[config.mk]
export PLATFORM = sky130hd
export DESIGN_NAME = ctrl_seq_flat
export DESIGN_NICKNAME = d
export VERILOG_FILES = /design/src/rtl/ctrl_seq_if.sv /design/src/rtl/ctrl_seq.sv /design/src/flat_wrapper.sv
export SDC_FILE = /design/constraint.sdc
export NUM_CORES = 1
export LEC_CHECK = 0
export CAP_MARGIN = 10
export CORE_AREA = 2 2 39 41
export DETAILED_ROUTE_END_ITERATION = 8
export DIE_AREA = 0 0 41 43
export PLACE_DENSITY = 0.85
export SLEW_MARGIN = 25
export SYNTH_ARGS = -nofsm -noshare
export SYNTH_HDL_FRONTEND = slang
export SYNTH_SLANG_ARGS = --single-unit
[constraint.sdc]
create_clock -name clk -period 1.5 [get_ports clk]
set_clock_uncertainty 0.1 [all_clocks]
set_input_delay 0.15 -clock clk [delete_from_list [all_inputs] [get_ports clk]]
set_output_delay 0.15 -clock clk [all_outputs]
set_load 0.005 [all_outputs]
[src/rtl/ctrl_seq_if.sv]
// ctrl_seq_if: bus between the multicycle control sequencer and the datapath.
// The master side is the sequencer: it receives the decoded opcode, the ALU
// zero flag and the memory ready, and drives every load enable and select.
interface ctrl_seq_if;
    logic [3:0] opcode;
    logic       zero;
    logic       mem_ready;
    logic       pc_we;
    logic [1:0] pc_src;
    logic       ir_we;
    logic       aluout_we;
    logic       mdr_we;
    logic       rf_we;
    logic       rf_src;
    logic [2:0] alu_op;
    logic       alu_srcb;
    logic       mem_rd;
    logic       mem_wr;
    logic       illegal;
    logic       halted;
    logic       bus_err;
    logic [2:0] state;

    modport master (
        input  opcode, zero, mem_ready,
        output pc_we, pc_src, ir_we, aluout_we, mdr_we, rf_we, rf_src,
               alu_op, alu_srcb, mem_rd, mem_wr, illegal, halted, bus_err, state
    );

    modport slave (
        output opcode, zero, mem_ready,
        input  pc_we, pc_src, ir_we, aluout_we, mdr_we, rf_we, rf_src,
               alu_op, alu_srcb, mem_rd, mem_wr, illegal, halted, bus_err, state
    );
endinterface

[src/rtl/ctrl_seq.sv]
// ctrl_seq: multicycle control sequencer for the 16-bit RISC datapath.
// Steps each instruction through FETCH, DECODE, EXEC, MEM and WB. All control
// outputs are decoded from the state register (plus opcode, zero, mem_ready),
// so an asynchronous reset clears them without waiting for a clock edge.
// Optional feature macro: CTRL_MEM_TIMEOUT_EN -- bounds memory wait states to
// TIMEOUT cycles, then raises a sticky bus_err and parks in HALT. When the
// macro is undefined, waits are unbounded and bus_err is tied low.
module ctrl_seq #(
    parameter int unsigned TIMEOUT = 15
) (
    input  logic        clk,
    input  logic        rst_n,
    ctrl_seq_if.master  bus
);

    typedef enum logic [2:0] {
        ST_IDLE   = 3'd0,
        ST_FETCH  = 3'd1,
        ST_DECODE = 3'd2,
        ST_EXEC   = 3'd3,
        ST_MEM    = 3'd4,
        ST_WB     = 3'd5,
        ST_HALT   = 3'd6
    } state_t;

    localparam logic [3:0] OP_ADDI = 4'h7;
    localparam logic [3:0] OP_LW   = 4'h8;
    localparam logic [3:0] OP_SW   = 4'h9;
    localparam logic [3:0] OP_BEQ  = 4'hA;
    localparam logic [3:0] OP_JMP  = 4'hB;
    localparam logic [3:0] OP_HLT  = 4'hF;

    localparam logic [2:0] ALU_ADD = 3'd0;
    localparam logic [2:0] ALU_SUB = 3'd1;

    localparam logic [1:0] PC_INC  = 2'd0;
    localparam logic [1:0] PC_BR   = 2'd1;
    localparam logic [1:0] PC_JMP  = 2'd2;

    // A zero timeout would make every memory access fail immediately.
    if (TIMEOUT == 0) begin : g_bad_timeout
        $error("ctrl_seq: TIMEOUT must be at least 1");
    end

    // Opcodes 0x0-0x6 are register-register ALU operations.
    function automatic logic is_rtype(input logic [3:0] op);
        return (op <= 4'h6);
    endfunction

    // Opcodes 0xC-0xE are undefined and retire as NOPs.
    function automatic logic is_illegal(input logic [3:0] op);
        return (op >= 4'hC) && (op <= 4'hE);
    endfunction

    state_t     state_q;
    state_t     state_d;
    state_t     fsm_next_s;
    logic       timeout_s;

    logic       pc_we_s;
    logic [1:0] pc_src_s;
    logic       ir_we_s;
    logic       aluout_we_s;
    logic       mdr_we_s;
    logic       rf_we_s;
    logic       rf_src_s;
    logic [2:0] alu_op_s;
    logic       alu_srcb_s;
    logic       mem_rd_s;
    logic       mem_wr_s;
    logic       illegal_s;
    logic       halted_s;

`ifdef CTRL_MEM_TIMEOUT_EN
    localparam int unsigned CNT_W = ($clog2(TIMEOUT + 1) > 4) ? $clog2(TIMEOUT + 1) : 4;

    logic [CNT_W-1:0] wait_q;
    logic [CNT_W-1:0] wait_d;
    logic             bus_err_q;
    logic             bus_err_d;
    logic             waiting_s;

    // A wait cycle is a memory phase without ready; the TIMEOUT-th one aborts.
    assign waiting_s = ((state_q == ST_FETCH) || (state_q == ST_MEM)) && !bus.mem_ready;
    assign timeout_s = waiting_s && (wait_q == CNT_W'(TIMEOUT - 1));
    assign bus_err_d = bus_err_q | timeout_s;

    // Wait counter: counts consecutive wait cycles, cleared on any other cycle
    // (which also covers every fresh entry into FETCH or MEM).
    always_comb begin
        wait_d = '0;
        if (waiting_s) begin
            wait_d = wait_q + CNT_W'(1);
        end else begin
            wait_d = '0;
        end
    end

    // Wait counter and sticky bus error register.
    always_ff @(posedge clk or negedge rst_n) begin
        if (!rst_n) begin
            wait_q    <= '0;
            bus_err_q <= 1'b0;
        end else begin
            wait_q    <= wait_d;
            bus_err_q <= bus_err_d;
        end
    end

    assign bus.bus_err = bus_err_q;
`else
    assign timeout_s   = 1'b0;
    assign bus.bus_err = 1'b0;
`endif

    // A memory timeout overrides the normal sequencing and parks the core.
    assign state_d = timeout_s ? ST_HALT : fsm_next_s;

    // State register.
    always_ff @(posedge clk or negedge rst_n) begin
        if (!rst_n) begin
            state_q <= ST_IDLE;
        end else begin
            state_q <= state_d;
        end
    end

    // Next-state and control decode; every enable defaults low.
    always_comb begin
        fsm_next_s  = state_q;
        pc_we_s     = 1'b0;
        pc_src_s    = PC_INC;
        ir_we_s     = 1'b0;
        aluout_we_s = 1'b0;
        mdr_we_s    = 1'b0;
        rf_we_s     = 1'b0;
        rf_src_s    = 1'b0;
        alu_op_s    = ALU_ADD;
        alu_srcb_s  = 1'b0;
        mem_rd_s    = 1'b0;
        mem_wr_s    = 1'b0;
        illegal_s   = 1'b0;
        halted_s    = 1'b0;

        case (state_q)
            ST_IDLE: begin
                fsm_next_s = ST_FETCH;
            end

            ST_FETCH: begin
                mem_rd_s = 1'b1;
                if (bus.mem_ready) begin
                    ir_we_s    = 1'b1;
                    pc_we_s    = 1'b1;
                    pc_src_s   = PC_INC;
                    fsm_next_s = ST_DECODE;
                end else begin
                    fsm_next_s = ST_FETCH;
                end
            end

            ST_DECODE: begin
                if (bus.opcode == OP_HLT) begin
                    fsm_next_s = ST_HALT;
                end else if (bus.opcode == OP_JMP) begin
                    pc_we_s    = 1'b1;
                    pc_src_s   = PC_JMP;
                    fsm_next_s = ST_FETCH;
                end else if (is_illegal(bus.opcode)) begin
                    illegal_s  = 1'b1;
                    fsm_next_s = ST_FETCH;
                end else begin
                    fsm_next_s = ST_EXEC;
                end
            end

            ST_EXEC: begin
                aluout_we_s = 1'b1;
                if (is_rtype(bus.opcode)) begin
                    alu_op_s = bus.opcode[2:0];
                end else if (bus.opcode == OP_BEQ) begin
                    alu_op_s = ALU_SUB;
                end else begin
                    alu_op_s = ALU_ADD;
                end
                alu_srcb_s = (bus.opcode == OP_ADDI) || (bus.opcode == OP_LW) ||
                             (bus.opcode == OP_SW);

                if (bus.opcode == OP_BEQ) begin
                    if (bus.zero) begin
                        pc_we_s  = 1'b1;
                        pc_src_s = PC_BR;
                    end else begin
                        pc_we_s  = 1'b0;
                    end
                    fsm_next_s = ST_FETCH;
                end else if ((bus.opcode == OP_LW) || (bus.opcode == OP_SW)) begin
                    fsm_next_s = ST_MEM;
                end else if (is_rtype(bus.opcode) || (bus.opcode == OP_ADDI)) begin
                    fsm_next_s = ST_WB;
                end else begin
                    // Opcodes that never reach EXEC fall back to the next fetch.
                    fsm_next_s = ST_FETCH;
                end
            end

            ST_MEM: begin
                case (bus.opcode)
                    OP_LW: begin
                        mem_rd_s = 1'b1;
                        if (bus.mem_ready) begin
                            mdr_we_s   = 1'b1;
                            fsm_next_s = ST_WB;
                        end else begin
                            fsm_next_s = ST_MEM;
                        end
                    end
                    OP_SW: begin
                        mem_wr_s = 1'b1;
                        if (bus.mem_ready) begin
                            fsm_next_s = ST_FETCH;
                        end else begin
                            fsm_next_s = ST_MEM;
                        end
                    end
                    default: begin
                        fsm_next_s = ST_FETCH;
                    end
                endcase
            end

            ST_WB: begin
                rf_we_s    = 1'b1;
                rf_src_s   = (bus.opcode == OP_LW);
                fsm_next_s = ST_FETCH;
            end

            ST_HALT: begin
                halted_s   = 1'b1;
                fsm_next_s = ST_HALT;
            end

            default: begin
                fsm_next_s = ST_IDLE;
            end
        endcase
    end

    assign bus.pc_we     = pc_we_s;
    assign bus.pc_src    = pc_src_s;
    assign bus.ir_we     = ir_we_s;
    assign bus.aluout_we = aluout_we_s;
    assign bus.mdr_we    = mdr_we_s;
    assign bus.rf_we     = rf_we_s;
    assign bus.rf_src    = rf_src_s;
    assign bus.alu_op    = alu_op_s;
    assign bus.alu_srcb  = alu_srcb_s;
    assign bus.mem_rd    = mem_rd_s;
    assign bus.mem_wr    = mem_wr_s;
    assign bus.illegal   = illegal_s;
    assign bus.halted    = halted_s;
    assign bus.state     = state_q;

endmodule

[src/flat_wrapper.sv]
// flat-port wrapper written by rule: the top's interface ports become plain ports
module ctrl_seq_flat 
#(
    parameter int unsigned TIMEOUT = 15
)
  (clk, rst_n, bus_opcode, bus_zero, bus_mem_ready, bus_pc_we, bus_pc_src, bus_ir_we, bus_aluout_we, bus_mdr_we, bus_rf_we, bus_rf_src, bus_alu_op, bus_alu_srcb, bus_mem_rd, bus_mem_wr, bus_illegal, bus_halted, bus_bus_err, bus_state);
  ctrl_seq_if bus_i ();
  input  logic clk;
  input  logic rst_n;
  input wire logic [$bits(bus_i.opcode)-1:0] bus_opcode;
  input wire logic [$bits(bus_i.zero)-1:0] bus_zero;
  input wire logic [$bits(bus_i.mem_ready)-1:0] bus_mem_ready;
  output wire logic [$bits(bus_i.pc_we)-1:0] bus_pc_we;
  output wire logic [$bits(bus_i.pc_src)-1:0] bus_pc_src;
  output wire logic [$bits(bus_i.ir_we)-1:0] bus_ir_we;
  output wire logic [$bits(bus_i.aluout_we)-1:0] bus_aluout_we;
  output wire logic [$bits(bus_i.mdr_we)-1:0] bus_mdr_we;
  output wire logic [$bits(bus_i.rf_we)-1:0] bus_rf_we;
  output wire logic [$bits(bus_i.rf_src)-1:0] bus_rf_src;
  output wire logic [$bits(bus_i.alu_op)-1:0] bus_alu_op;
  output wire logic [$bits(bus_i.alu_srcb)-1:0] bus_alu_srcb;
  output wire logic [$bits(bus_i.mem_rd)-1:0] bus_mem_rd;
  output wire logic [$bits(bus_i.mem_wr)-1:0] bus_mem_wr;
  output wire logic [$bits(bus_i.illegal)-1:0] bus_illegal;
  output wire logic [$bits(bus_i.halted)-1:0] bus_halted;
  output wire logic [$bits(bus_i.bus_err)-1:0] bus_bus_err;
  output wire logic [$bits(bus_i.state)-1:0] bus_state;
  assign bus_i.opcode = bus_opcode;
  assign bus_i.zero = bus_zero;
  assign bus_i.mem_ready = bus_mem_ready;
  assign bus_pc_we = bus_i.pc_we;
  assign bus_pc_src = bus_i.pc_src;
  assign bus_ir_we = bus_i.ir_we;
  assign bus_aluout_we = bus_i.aluout_we;
  assign bus_mdr_we = bus_i.mdr_we;
  assign bus_rf_we = bus_i.rf_we;
  assign bus_rf_src = bus_i.rf_src;
  assign bus_alu_op = bus_i.alu_op;
  assign bus_alu_srcb = bus_i.alu_srcb;
  assign bus_mem_rd = bus_i.mem_rd;
  assign bus_mem_wr = bus_i.mem_wr;
  assign bus_illegal = bus_i.illegal;
  assign bus_halted = bus_i.halted;
  assign bus_bus_err = bus_i.bus_err;
  assign bus_state = bus_i.state;
  ctrl_seq #(.TIMEOUT(TIMEOUT)) u_core (.clk(clk), .rst_n(rst_n), .bus(bus_i));
endmodule
### Yosys cells after proc, flatten, opt, wreduce, memory -nomap -nowiden

Index checks and enable logic that the tools add are counted.

| operators by class | value |
|---|---|
| magnitude comparators | 3 |
| eq/ne operators | 12 |
| muxes and demuxes | 41 |
| reductions and logical operators | 7 |

Operators by type and width:

| cell | count |
|---|---|
| 2-to-1 mux 3 bit | 8 |
| 2-to-1 mux 1 bit | 23 |
| == test 4 bit, second input constant | 5 |
| case mux 3 bit (6 select lines) | 1 |
| 2-to-1 mux 2 bit | 5 |
| == test 3 bit, second input constant | 3 |
| == test 3 x 2 -> 1 bit, second input constant | 2 |
| case mux 3 bit (2 select lines) | 1 |
| == test 4 x 3 -> 1 bit, second input constant | 1 |
| >= comparator 4 bit, second input constant | 1 |
| <= comparator 4 x 3 -> 1 bit, second input constant | 1 |
| <= comparator 4 bit, second input constant | 1 |
| logical OR 1 bit | 4 |
| case mux 2 bit (2 select lines) | 1 |
| == test 3 x 1 -> 1 bit, second input constant | 1 |
| zero test 3 bit | 1 |
| case mux 1 bit (3 select lines) | 1 |
| case mux 1 bit (2 select lines) | 1 |
| OR reduction 2 bit | 1 |
| logical AND 1 bit | 1 |

| storage, ports and cells | value |
|---|---|
| flip-flop bits (word level) | 3 |
| bits of input ports | 8 |
| output and inout port bits | 20 |
| word-level logic and storage cells | 64 |

### Depth between registers and ports, before layout

Gate-level depths: netlist of the first run.

| depth | value |
|---|---|
| word-level depth | 6 |
| gate-level depth with buffers | 4 |
| gate-level depth less buffers | 3 |

### Worst setup path after synthesis of the first run

OpenSTA, ideal clock, no wires.

| timing path | value |
|---|---|
| path kind | reg2out |
| start point | register u_core.state_q[1], in the netlist u_core.bus.state[1] |
| end point | output port bus_pc_we |
| data arrival time | 1.199 ns |
| slack | 0.051 ns |
| cell stages (with the launch flop) | 5 |
| path buffers | 1 |
| cell sequence | dfrtp_1 buf_4 nor3b_2 nor3b_1 or3_1 |

| between the ends | value |
|---|---|
| word-level cells in the longest chain between the ends | 2 |

RTL lines:

| item | RTL line | text |
|---|---|---|
| start: declaration | ctrl_seq.sv:55 | `state_t state_q;` |
| start signal: assignment | ctrl_seq.sv:124 | `state_q <= state_d;` |
| == test 3 x 2 -> 1 bit / == test 3 x 1 -> 1 bit (equally long branches) | ctrl_seq.sv:145 | `case (state_q)` |
| case mux 1 bit (3 select lines) * | ctrl_seq.sv:145 |  |
| end: declaration | flat_wrapper.sv:13 | `output wire logic [$bits(bus_i.pc_we)-1:0] bus_pc_we;` |

Mark *: on every way between the ends. The rest lies on a longest branch, timed or not.

### Worst setup path after layout of the first run

| timing path | value |
|---|---|
| start point | register u_core.state_q[2], in the netlist u_core.bus.state[2] |
| end point | output port bus_pc_we |

Same word-level chain as after synthesis.

==> results.tsv, run 1 <==
metric	value	unit
status	complete, but fails checks	
violations	negative setup slack	
dpl_cell_area	847	sq um
min_from	bus_opcode[2]	
worst_setup_path_end_kind	primary output	
cp.required	1.25	ns
setup_violations	18	
port_buffers	26	
critPathMaxFanout	5	
r2r.worst_path.cells	6	
dp.cells	115	
cpLargestDelayFamily	simple AND/OR/NAND/NOR gates	
cpPeakStageDelay	0.41	ns
p_leak	0.606	nW
start_util	32.4	%
maxCapViolCount	0	
synth_xor_area_share	0	%
holdCritPathClass	in -> reg	
drt_first_pass_iters	5	
wl	2.79	mm
antenna_cells	0	
hold_path_end	u_core.bus.state[2]$_DFF_PN0_	
synth_area_per_cell	7.86	sq um
track_usage	28.8	%
netlist.area_leader.share	16.8	%
yosysTopAreaCell	dfrtp_1	
overflow	0	
r2r-end	u_core.bus.state[0]$_DFF_PN0_	
ys_seq_area_share	16.8	%
via_per_inst	5.43	
coreArea	1380	sq um
fin_crit	1.77	ns
crit_chain	buf_4, nand3b_4, nor4_1, or3_1, buf_2	
cts_tree	built	
cts_root_buf	clkbuf_4	
seq_area	77.6	sq um
worst-path-buf-inv	2	
synth_top_family_by_area	simple AND/OR/NAND/NOR gates	
gp_congestion	0.893	
num_rows	14	
dieHeight	43	microns
cts_made_buffers	3	
synth_cell_types	32	
layout_setup_ws	-0.269	ns
grt_first_pass_wirelength	3.33	mm
synth_async_sr_flop_share	100	%
rsz0062_at_grt	true	
cts.sinks	3	
nets	133	
finalNonFillerCells	140	
cts_max_level	1	
drive_gt1_share	73.4	%
postLayoutCellArea	1200	sq um
grt_pass1_vias	725	
antenna_found_initial	0	
fin_crit_sh	118	%
crit_slowest_cell	dfrtp_1	
synth-compound-area-share	23.5	%
synthSimpleGateAreaFrac	47.8	%
timing.fmax	565	MHz
power_density	1430	nW/um^2
io_pins	28	
syn-instance-count	57	
drc_errors	0	
ir_worst_vdd	0.784	mV
r2r_slack	-0.08	ns
fp.dieW	41	microns
yosysWarnings	0	
synth_fa_ha_area_share	0	%
grt_max_degree	9	
insertion_delay	0.26	ns
arrival	1.52	ns
cts_buffer_depth	2	
synth_edf_count	0	
dpl.hpwl	1.15	mm
ys_seq_elements	3	
wl_per_cell	19.9	microns
hold_path_depth	3	
largest_register_ffs	3	
syn-num-nets	65	
synthTopCellsByArea	dfrtp_1 (17%), nand2b_1 (7.0%), a2111oi_2 (6.7%)	
synthMuxAreaShare	0	%
cp-start-kind	flip-flop	
slew_violations	0	
hold_violations	0	
fillCellCount	76	
areaGrowthSynthToFinish	168	%
synth_flop_cell	dfrtp_1	
first_iter_violations	16	
syn-cell-area	448	sq um
finalPower	0.00172	W
rr_startpoint	u_core.bus.state[1]$_DFF_PN0_	
fp.dieArea	1760	sq um
multi_input_area	482	sq um
drtAntennaViolNets	0	
crit_type	reg -> out	
vias	760	
clkTransAtPathRegs	0.05	ns
==> layer usage <==
layer / GRT usage [%] / vias to the layer above / part of all wire [%]
met5: 0 / - / 0
met4: 14.0 / 0 / 6.0
met3: 6.81 / 16 / 6.6
met2: 49.4 / 44 / 50
met1: 30.6 / 361 / 37
li1: - / 339 / -
==> metrics by stage <==
step	setup slack [ns]	utilization [%]	setup TNS (ns)	hold WS, ns
after floorplan	0.0513	-	0	-0.246
after global placement	-0.659	61.2	-7.56	0.239
after detailed placement	-0.686	61.2	-8.05	0.244
after CTS	-0.230	79.9	-1.58	0.278
after global routing	-0.383	86.7	-3.43	0.344
final	-0.269	86.7	-2.68	0.317
==> synth_stat cells, drive strengths merged (2+ instances only) <==
| cell | instances |
|---|---|
| nor3b | 4 |
| nor2 | 4 |
| a21oi | 4 |
| nand2 | 2 |
| o21ai | 3 |
| a2111oi | 2 |
| nor4 | 4 |
| dfrtp | 3 |
| buf | 4 |
| inv | 5 |
| nand2b | 5 |
| nand3b | 2 |
| and3 | 3 |
==> worst max path at each step <==
stage	endpoint	slack, ns	startpoint	cells after the start
6_report	bus_pc_we	-0.27	u_core.bus.state[2]$_DFF_PN0_	5
3_5_place_dp	bus_rf_src	-0.69	bus_opcode[1]	4
5_1_grt	bus_pc_we	-0.38	u_core.bus.state[2]$_DFF_PN0_	5
2_1_floorplan	bus_pc_we	0.05	u_core.bus.state[1]$_DFF_PN0_	4
4_1_cts	bus_pc_we	-0.23	u_core.bus.state[0]$_DFF_PN0_	5
3_3_place_gp	bus_rf_src	-0.66	bus_opcode[1]	4
==> layout make-up <==
| cell class | count | area share, % |
|---|---|---|
| tap | 16 | 1.67 |
| multi-input combinational | 45 | 40.1 |
| clock buffer | 4 | 2.19 |
| timing repair buffer | 67 | 47.8 |
| inverter | 5 | 1.77 |
| sequential | 3 | 6.47 |
==> what timing repair did <==
action | 4_1_cts | 5_1_grt
cloned | 0 | 0
setup buffers | 18 | 7
endpoints found under the setup margin | 20 | 22
resized for setup | 112 | 20
pin swaps | 9 | 9
hold buffers | 1 | 0
endpoints found under the hold margin | 3 | 0
==> worst reg2reg max path, cell delays in order (launching register included) <==
cell and delay (ns):
dfrtp_2 0.43, buf_6 0.13, buf_6 0.11, inv_2 0.07, buf_4 0.12, o31ai_2 0.09, a2111oi_4 0.40
==> cell families after synthesis <==
family | count (synthesis)
AOI/OAI and AO/OA | 13
buffers and inverters | 9
other | 1
and+or+nand+nor | 31
DFF | 3
==> layout by cell type (no fill, tap or decap), drive strengths merged, types with 3 or more instances in the layout <==
cell,count
and3,3
inv,5
clkbuf,4
dfrtp,3
nor2,4
a21oi,4
o21ai,3
clkdlybuf4s50,4
nand2b,5
nor3b,4
buf,57
nor4,4
==> power breakdown <==
part	switching, W	internal, W
clock network	0.0000639	0.000101
registers	0.0000584	0.000118
logic	0.000577	0.000803
Power figures use the tool's default switching activity.
==> run 2, diff against run 1 <==
--- a/config.mk
+++ b/config.mk
@@ -5,7 +5,7 @@
 export SDC_FILE = /design/constraint.sdc
 export NUM_CORES = 1
 export LEC_CHECK = 0
-export CAP_MARGIN = 10
+export CAP_MARGIN = 40
 export CORE_AREA = 2 2 39 41
 export DETAILED_ROUTE_END_ITERATION = 8
 export DIE_AREA = 0 0 41 43
==> constraint.sdc (replaced) <==
create_clock -name clk -period 1.95 [get_ports clk]
set_clock_uncertainty 0.1 [all_clocks]
set_input_delay 0.195 -clock clk [delete_from_list [all_inputs] [get_ports clk]]
set_output_delay 0.195 -clock clk [all_outputs]
set_load 0.005 [all_outputs]
==> run 2 against run 1 <==
Against the previous run: the flow now finishes without violations; highest routed layer unchanged; die area did not move; total power fell by 54%; via count fell by 19%; non-clock buffer count fell by 22; sequential power fell by 29%; combinational power fell by 60%; critical path type unchanged.
==> results.tsv, run 2 (synthesis results as in run 1) <==
metric	value	unit	change
gp_congestion	0.871		was 0.893
clkTransAtPathRegs	0.04	ns	was 0.05 ns
fin_crit_sh	97.9	%	
finalNonFillerCells	118		was 140
cpPeakStageDelay	0.51	ns	was 0.41 ns
fin_crit	1.91	ns	
layout_commonest_cell	buf_4		
most-common-layout-cells	buf_4 (19), dlygate4sd2_1 (13), clkdlybuf4s50_1 (11), nand2b_1 (5)		was buf_6 (21), buf_4 (21), buf_2 (15), clkdlybuf4s50_1 (4)
largest_register_ffs	3		unchanged
cts_made_buffers	3		unchanged
p_leak	0.454	nW	was 0.606 nW
cts_tree	built		unchanged
num_rows	14		unchanged
p_clk_share	14.4	%	was 9.6%
final_core_util	65.6	%	was 86.7%
cp-start-kind	flip-flop		unchanged
port_buffers	26		unchanged
fillCellCount	132		was 76
arrival	1.61	ns	was 1.52 ns
cts_root_buf	clkbuf_4		unchanged
power_density	879	nW/um^2	was 1430 nW/um^2
timing.fmax	524	MHz	
swShare	39.4	%	was 40.6%
status	finished clean		was complete, but fails checks
areaGrowthSynthToFinish	103	%	was 168%
overflow	0		unchanged
nets	111		was 133
worst_setup_path_end_kind	primary output		unchanged
wl_per_cell	13.5	microns	was 19.9 microns
cp.required	1.65	ns	was 1.25 ns
insertion_delay	0.25	ns	was 0.26 ns
cts_max_level	1		unchanged
ctsHoldBuffers	0		was 1
crit_chain	buf_4, buf_4, inv_1, nor2_2, clkdlybuf4s50_1		was buf_4, nand3b_4, nor4_1, or3_1, buf_2
ir_worst_vdd	0.450	mV	was 0.784 mV
fp.dieW	41	microns	unchanged
critPathLaunch	u_core.bus.state[1]$_DFF_PN0_		was u_core.bus.state[2]$_DFF_PN0_
slew_violations	0		unchanged
maxCapViolCount	0		unchanged
internal_power	0.000484	W	was 0.00102 W
cts_buffer_depth	2		unchanged
io_pins	28		unchanged
track_usage	18.6	%	was 28.8%
drc_errors	0		unchanged
critPathMaxFanout	7		was 5
drt_first_pass_iters	4		was 5
hold_violations	0		unchanged
vias	616		was 760
worst-path-buf-inv	4		was 2
holdCritPathClass	in -> async		was in -> reg
fp.dieArea	1760	sq um	unchanged
dp_slack	-0.286	ns	was -0.686 ns
crit_slowest_cell	clkdlybuf4s50_1		was dfrtp_1
seqPwrFrac	15.8	%	was 10.3%
antenna_found_initial	0		unchanged
wl	1.59	mm	was 2.79 mm
pwr-share-comb	69.8	%	was 80.2%
drive_gt1_share	40.2	%	was 73.4%
cpLargestDelayFamily	buffers and inverters		was simple AND/OR/NAND/NOR gates
via_per_inst	5.22		was 5.43
drtAntennaViolNets	0		unchanged
hold_ws	0.0324	ns	was 0.317 ns
grt_first_pass_wirelength	2.29	mm	was 3.33 mm
dpl.hpwl	1.14	mm	was 1.15 mm
setup_violations	0		was 18
layout_setup_ws	0.0403	ns	was -0.269 ns
dieHeight	43	microns	unchanged
antenna_cells	0		unchanged
power.switching	0.000315	W	was 0.000700 W
dp.cells	112		was 115
grt_max_degree	8		was 9
cp_common_cell	buf_4		
first_iter_violations	7		was 16
rr_startpoint	u_core.bus.state[1]$_DFF_PN0_		unchanged
grt_pass1_vias	577		was 725
cts.sinks	3		unchanged
crit_type	reg -> out		unchanged
start_util	32.4	%	unchanged
coreArea	1380	sq um	unchanged
==> run 2: what timing repair did <==
item                                    in CTS  in global routing
pin swaps                                    3                  0
endpoints found under the setup margin      13                  5
setup buffers                                2                  0
gates resized for setup                     23                  5
==> run 2: layer usage <==
metal  up-vias  global-route usage [%]  wire length [microns]
li1        294                       -                      -
met1       289                    21.1                    624
met2        30                    30.0                    837
met3         3                    3.14                    107
met4         0                    12.0                     24
met5         -                       0                      0
==> run 2: worst register-to-register path, cell delays in order, from the launching register on <==
cell and delay, ns:
dfrtp_1 0.38, buf_4 0.14, buf_4 0.15, inv_1 0.13
o31ai_2 0.10, a2111oi_2 0.39
==> run 2: power by group through the flow <==
stage	Clock [W]	Sequential (W)	Combinational [W]
2_1_floorplan	0	0.000127	0.000206
3_3_place_gp	0	0.000123	0.000489
3_5_place_dp	0	0.000125	0.000499
4_1_cts	0.000117	0.000125	0.000535
5_1_grt	0.000120	0.000129	0.000592
6_report	0.000115	0.000126	0.000557
==> run 2: through the flow <==
step,area [sq um],power (W),TNS [ns]
floorplan,448,0.000333,0
detailed placement,825,0.000625,-1.85
CTS,893,0.000777,0
global placement,825,0.000612,-1.55
finish,908,0.000798,0
global route,908,0.000842,-0.0233
==> run 2: area by class of cell <==
| class | instances | area, sq um | area share [%] |
|---|---|---|---|
| Clock buffer | 4 | 26.3 | 2.89 |
| Inverter | 5 | 18.8 | 2.07 |
| Multi-Input combinational cell | 45 | 378 | 41.6 |
| Sequential cell | 3 | 76.3 | 8.40 |
| Tap cell | 16 | 20.0 | 2.20 |
| Timing Repair Buffer | 45 | 389 | 42.8 |
==> run 2: worst paths after layout <==
kind	to	slack (ns)	depth (start not counted)
worst max register to register	u_core.bus.state[0]$_DFF_PN0_	0.42	5
max in group asynchronous	u_core.bus.state[0]$_DFF_PN0_	1.55	1
worst min register to register	u_core.bus.state[0]$_DFF_PN0_	0.59	2
worst min-delay path	u_core.bus.state[1]$_DFF_PN0_	0.03	1
worst max-delay path	bus_halted	0.04	5
min in group clk	u_core.bus.state[2]$_DFF_PN0_	0.52	3
==> run 3, diff against run 2 <==
--- a/config.mk
+++ b/config.mk
@@ -10,6 +10,7 @@
 export DETAILED_ROUTE_END_ITERATION = 8
 export DIE_AREA = 0 0 41 43
 export PLACE_DENSITY = 0.85
+export RECOVER_POWER = 100
 export SLEW_MARGIN = 25
 export SYNTH_ARGS = -nofsm -noshare
 export SYNTH_HDL_FRONTEND = slang
==> run 3 against run 2 <==
Against the previous run: core utilization is the same; critical endpoint unchanged; largest power group unchanged; total power about the same; sequential power is essentially flat; critical path depth stayed put.
==> results.tsv, run 3 (synthesis results as in run 1) <==
metric	value	unit	change
grt_max_degree	8		unchanged
drive_gt1_share	40.2	%	unchanged
maxCapViolCount	0		unchanged
cpPeakStageDelay	0.51	ns	about the same
drtAntennaViolNets	0		unchanged
largest_register_ffs	3		unchanged
nets	111		unchanged
cts_buffer_depth	2		unchanged
grt_first_pass_wirelength	2.29	mm	unchanged
grt_pass1_vias	577		unchanged
fp.dieW	41	microns	unchanged
most-common-layout-cells	buf_4 (19), dlygate4sd2_1 (13), clkdlybuf4s50_1 (10), nand2b_1 (5)		was buf_4 (19), dlygate4sd2_1 (13), clkdlybuf4s50_1 (11), nand2b_1 (5)
io_pins	28		unchanged
finalPower	0.000798	W	about the same
vias	616		unchanged
holdCritPathClass	in -> async		unchanged
slew_violations	0		unchanged
fillCellCount	132		unchanged
areaGrowthSynthToFinish	103	%	unchanged
via_per_inst	5.22		unchanged
coreArea	1380	sq um	unchanged
wl_per_cell	13.5	microns	unchanged
cts_made_buffers	3		unchanged
wl	1.59	mm	unchanged
timing.fmax	524	MHz	about the same
cp-start-kind	flip-flop		unchanged
fin_crit	1.91	ns	about the same
hold_violations	0		unchanged
cpLargestDelayFamily	buffers and inverters		unchanged
dieHeight	43	microns	unchanged
num_rows	14		unchanged
start_util	32.4	%	unchanged
cp_common_cell	buf_4		unchanged
arrival	1.61	ns	about the same
dp_slack	-0.286	ns	unchanged
clkTransAtPathRegs	0.04	ns	about the same
drc_errors	0		unchanged
cts_root_buf	clkbuf_4		unchanged
fp.dieArea	1760	sq um	unchanged
dpl.hpwl	1.14	mm	unchanged
gp_congestion	0.871		unchanged
status	finished clean		unchanged
p_leak	0.454	nW	about the same
port_buffers	26		unchanged
antenna_found_initial	0		unchanged
drt_first_pass_iters	4		unchanged
insertion_delay	0.25	ns	about the same
setup_violations	0		unchanged
cp.required	1.65	ns	about the same
layout_setup_ws	0.0403	ns	about the same
worst_setup_path_end_kind	primary output		unchanged
layout_commonest_cell	buf_4		unchanged
power_density	878	nW/um^2	was 879 nW/um^2
ctsHoldBuffers	0		unchanged
ir_worst_vdd	0.449	mV	was 0.450 mV
hold_ws	0.102	ns	was 0.0324 ns
crit_type	reg -> out		unchanged
crit_chain	buf_4, buf_4, inv_1, nor2_2, clkdlybuf4s50_1		unchanged
track_usage	18.6	%	unchanged
r2r_slack	0.42	ns	about the same
fin_crit_sh	97.9	%	about the same
overflow	0		unchanged
critPathMaxFanout	7		unchanged
antenna_cells	0		unchanged
cts.sinks	3		unchanged
crit_slowest_cell	clkdlybuf4s50_1		unchanged
finalNonFillerCells	118		unchanged
first_iter_violations	7		unchanged
dp.cells	112		unchanged
tns	0	ns	unchanged
cts_tree	built		unchanged
multi_input_area	378	sq um	unchanged
critPathLaunch	u_core.bus.state[1]$_DFF_PN0_		unchanged
worst-path-buf-inv	4		unchanged
seq_area	76.3	sq um	unchanged
rr_startpoint	u_core.bus.state[1]$_DFF_PN0_		unchanged
cts_max_level	1		unchanged
## run 3: timing repair
action	CTS	global route
setup endpoints to repair	13	5
pin swaps	3	0
setup buffers	2	0
gates resized for setup	23	5
## run 3: worst register-to-register path: stages, from the launching register on
cell and delay [ns]:
dfrtp_1 0.38, buf_4 0.14, buf_4 0.15, inv_1 0.13
o31ai_2 0.10, a2111oi_2 0.39
## run 3: path summary, 6_finish.rpt
kind,endpoint,cells after the start
worst max-delay path,bus_halted,5
worst min-delay path,u_core.bus.state[1]$_DFF_PN0_,1
worst max register to register,u_core.bus.state[0]$_DFF_PN0_,5
worst min register to register,u_core.bus.state[0]$_DFF_PN0_,2
max in group asynchronous,u_core.bus.state[0]$_DFF_PN0_,1
min in group clk,u_core.bus.state[2]$_DFF_PN0_,3
## run 3: cell type report
type / instances / area share, %
multi-input combinational: 45 / 41.6
tap: 16 / 2.20
timing repair buffer: 45 / 42.8
sequential: 3 / 8.40
inverter: 5 / 2.07
clock buffer: 4 / 2.89
## run 3: per-layer routing
metal,part of all wire [%],global-route usage (%)
met4,1.5,12.0
met2,53,30.0
met1,39,21.1
met3,6.7,3.14
met5,0,0
## run 3: stage by stage
step	cell area (sq um)	utilization (%)
after floorplan	448	-
after detailed placement	825	59.6
after global routing	908	65.6
final	908	65.6
after CTS	893	64.6
after global placement	825	59.6
## run 3: power breakdown
group | switching, W | total [W] | internal (W) | leakage [nW]
clock network | 0.0000380 | 0.000115 | 0.0000770 | 0.0150
logic | 0.000240 | 0.000557 | 0.000317 | 0.403
registers | 0.0000369 | 0.000126 | 0.0000892 | 0.0360
total | 0.000315 | 0.000798 | 0.000483 | 0.454
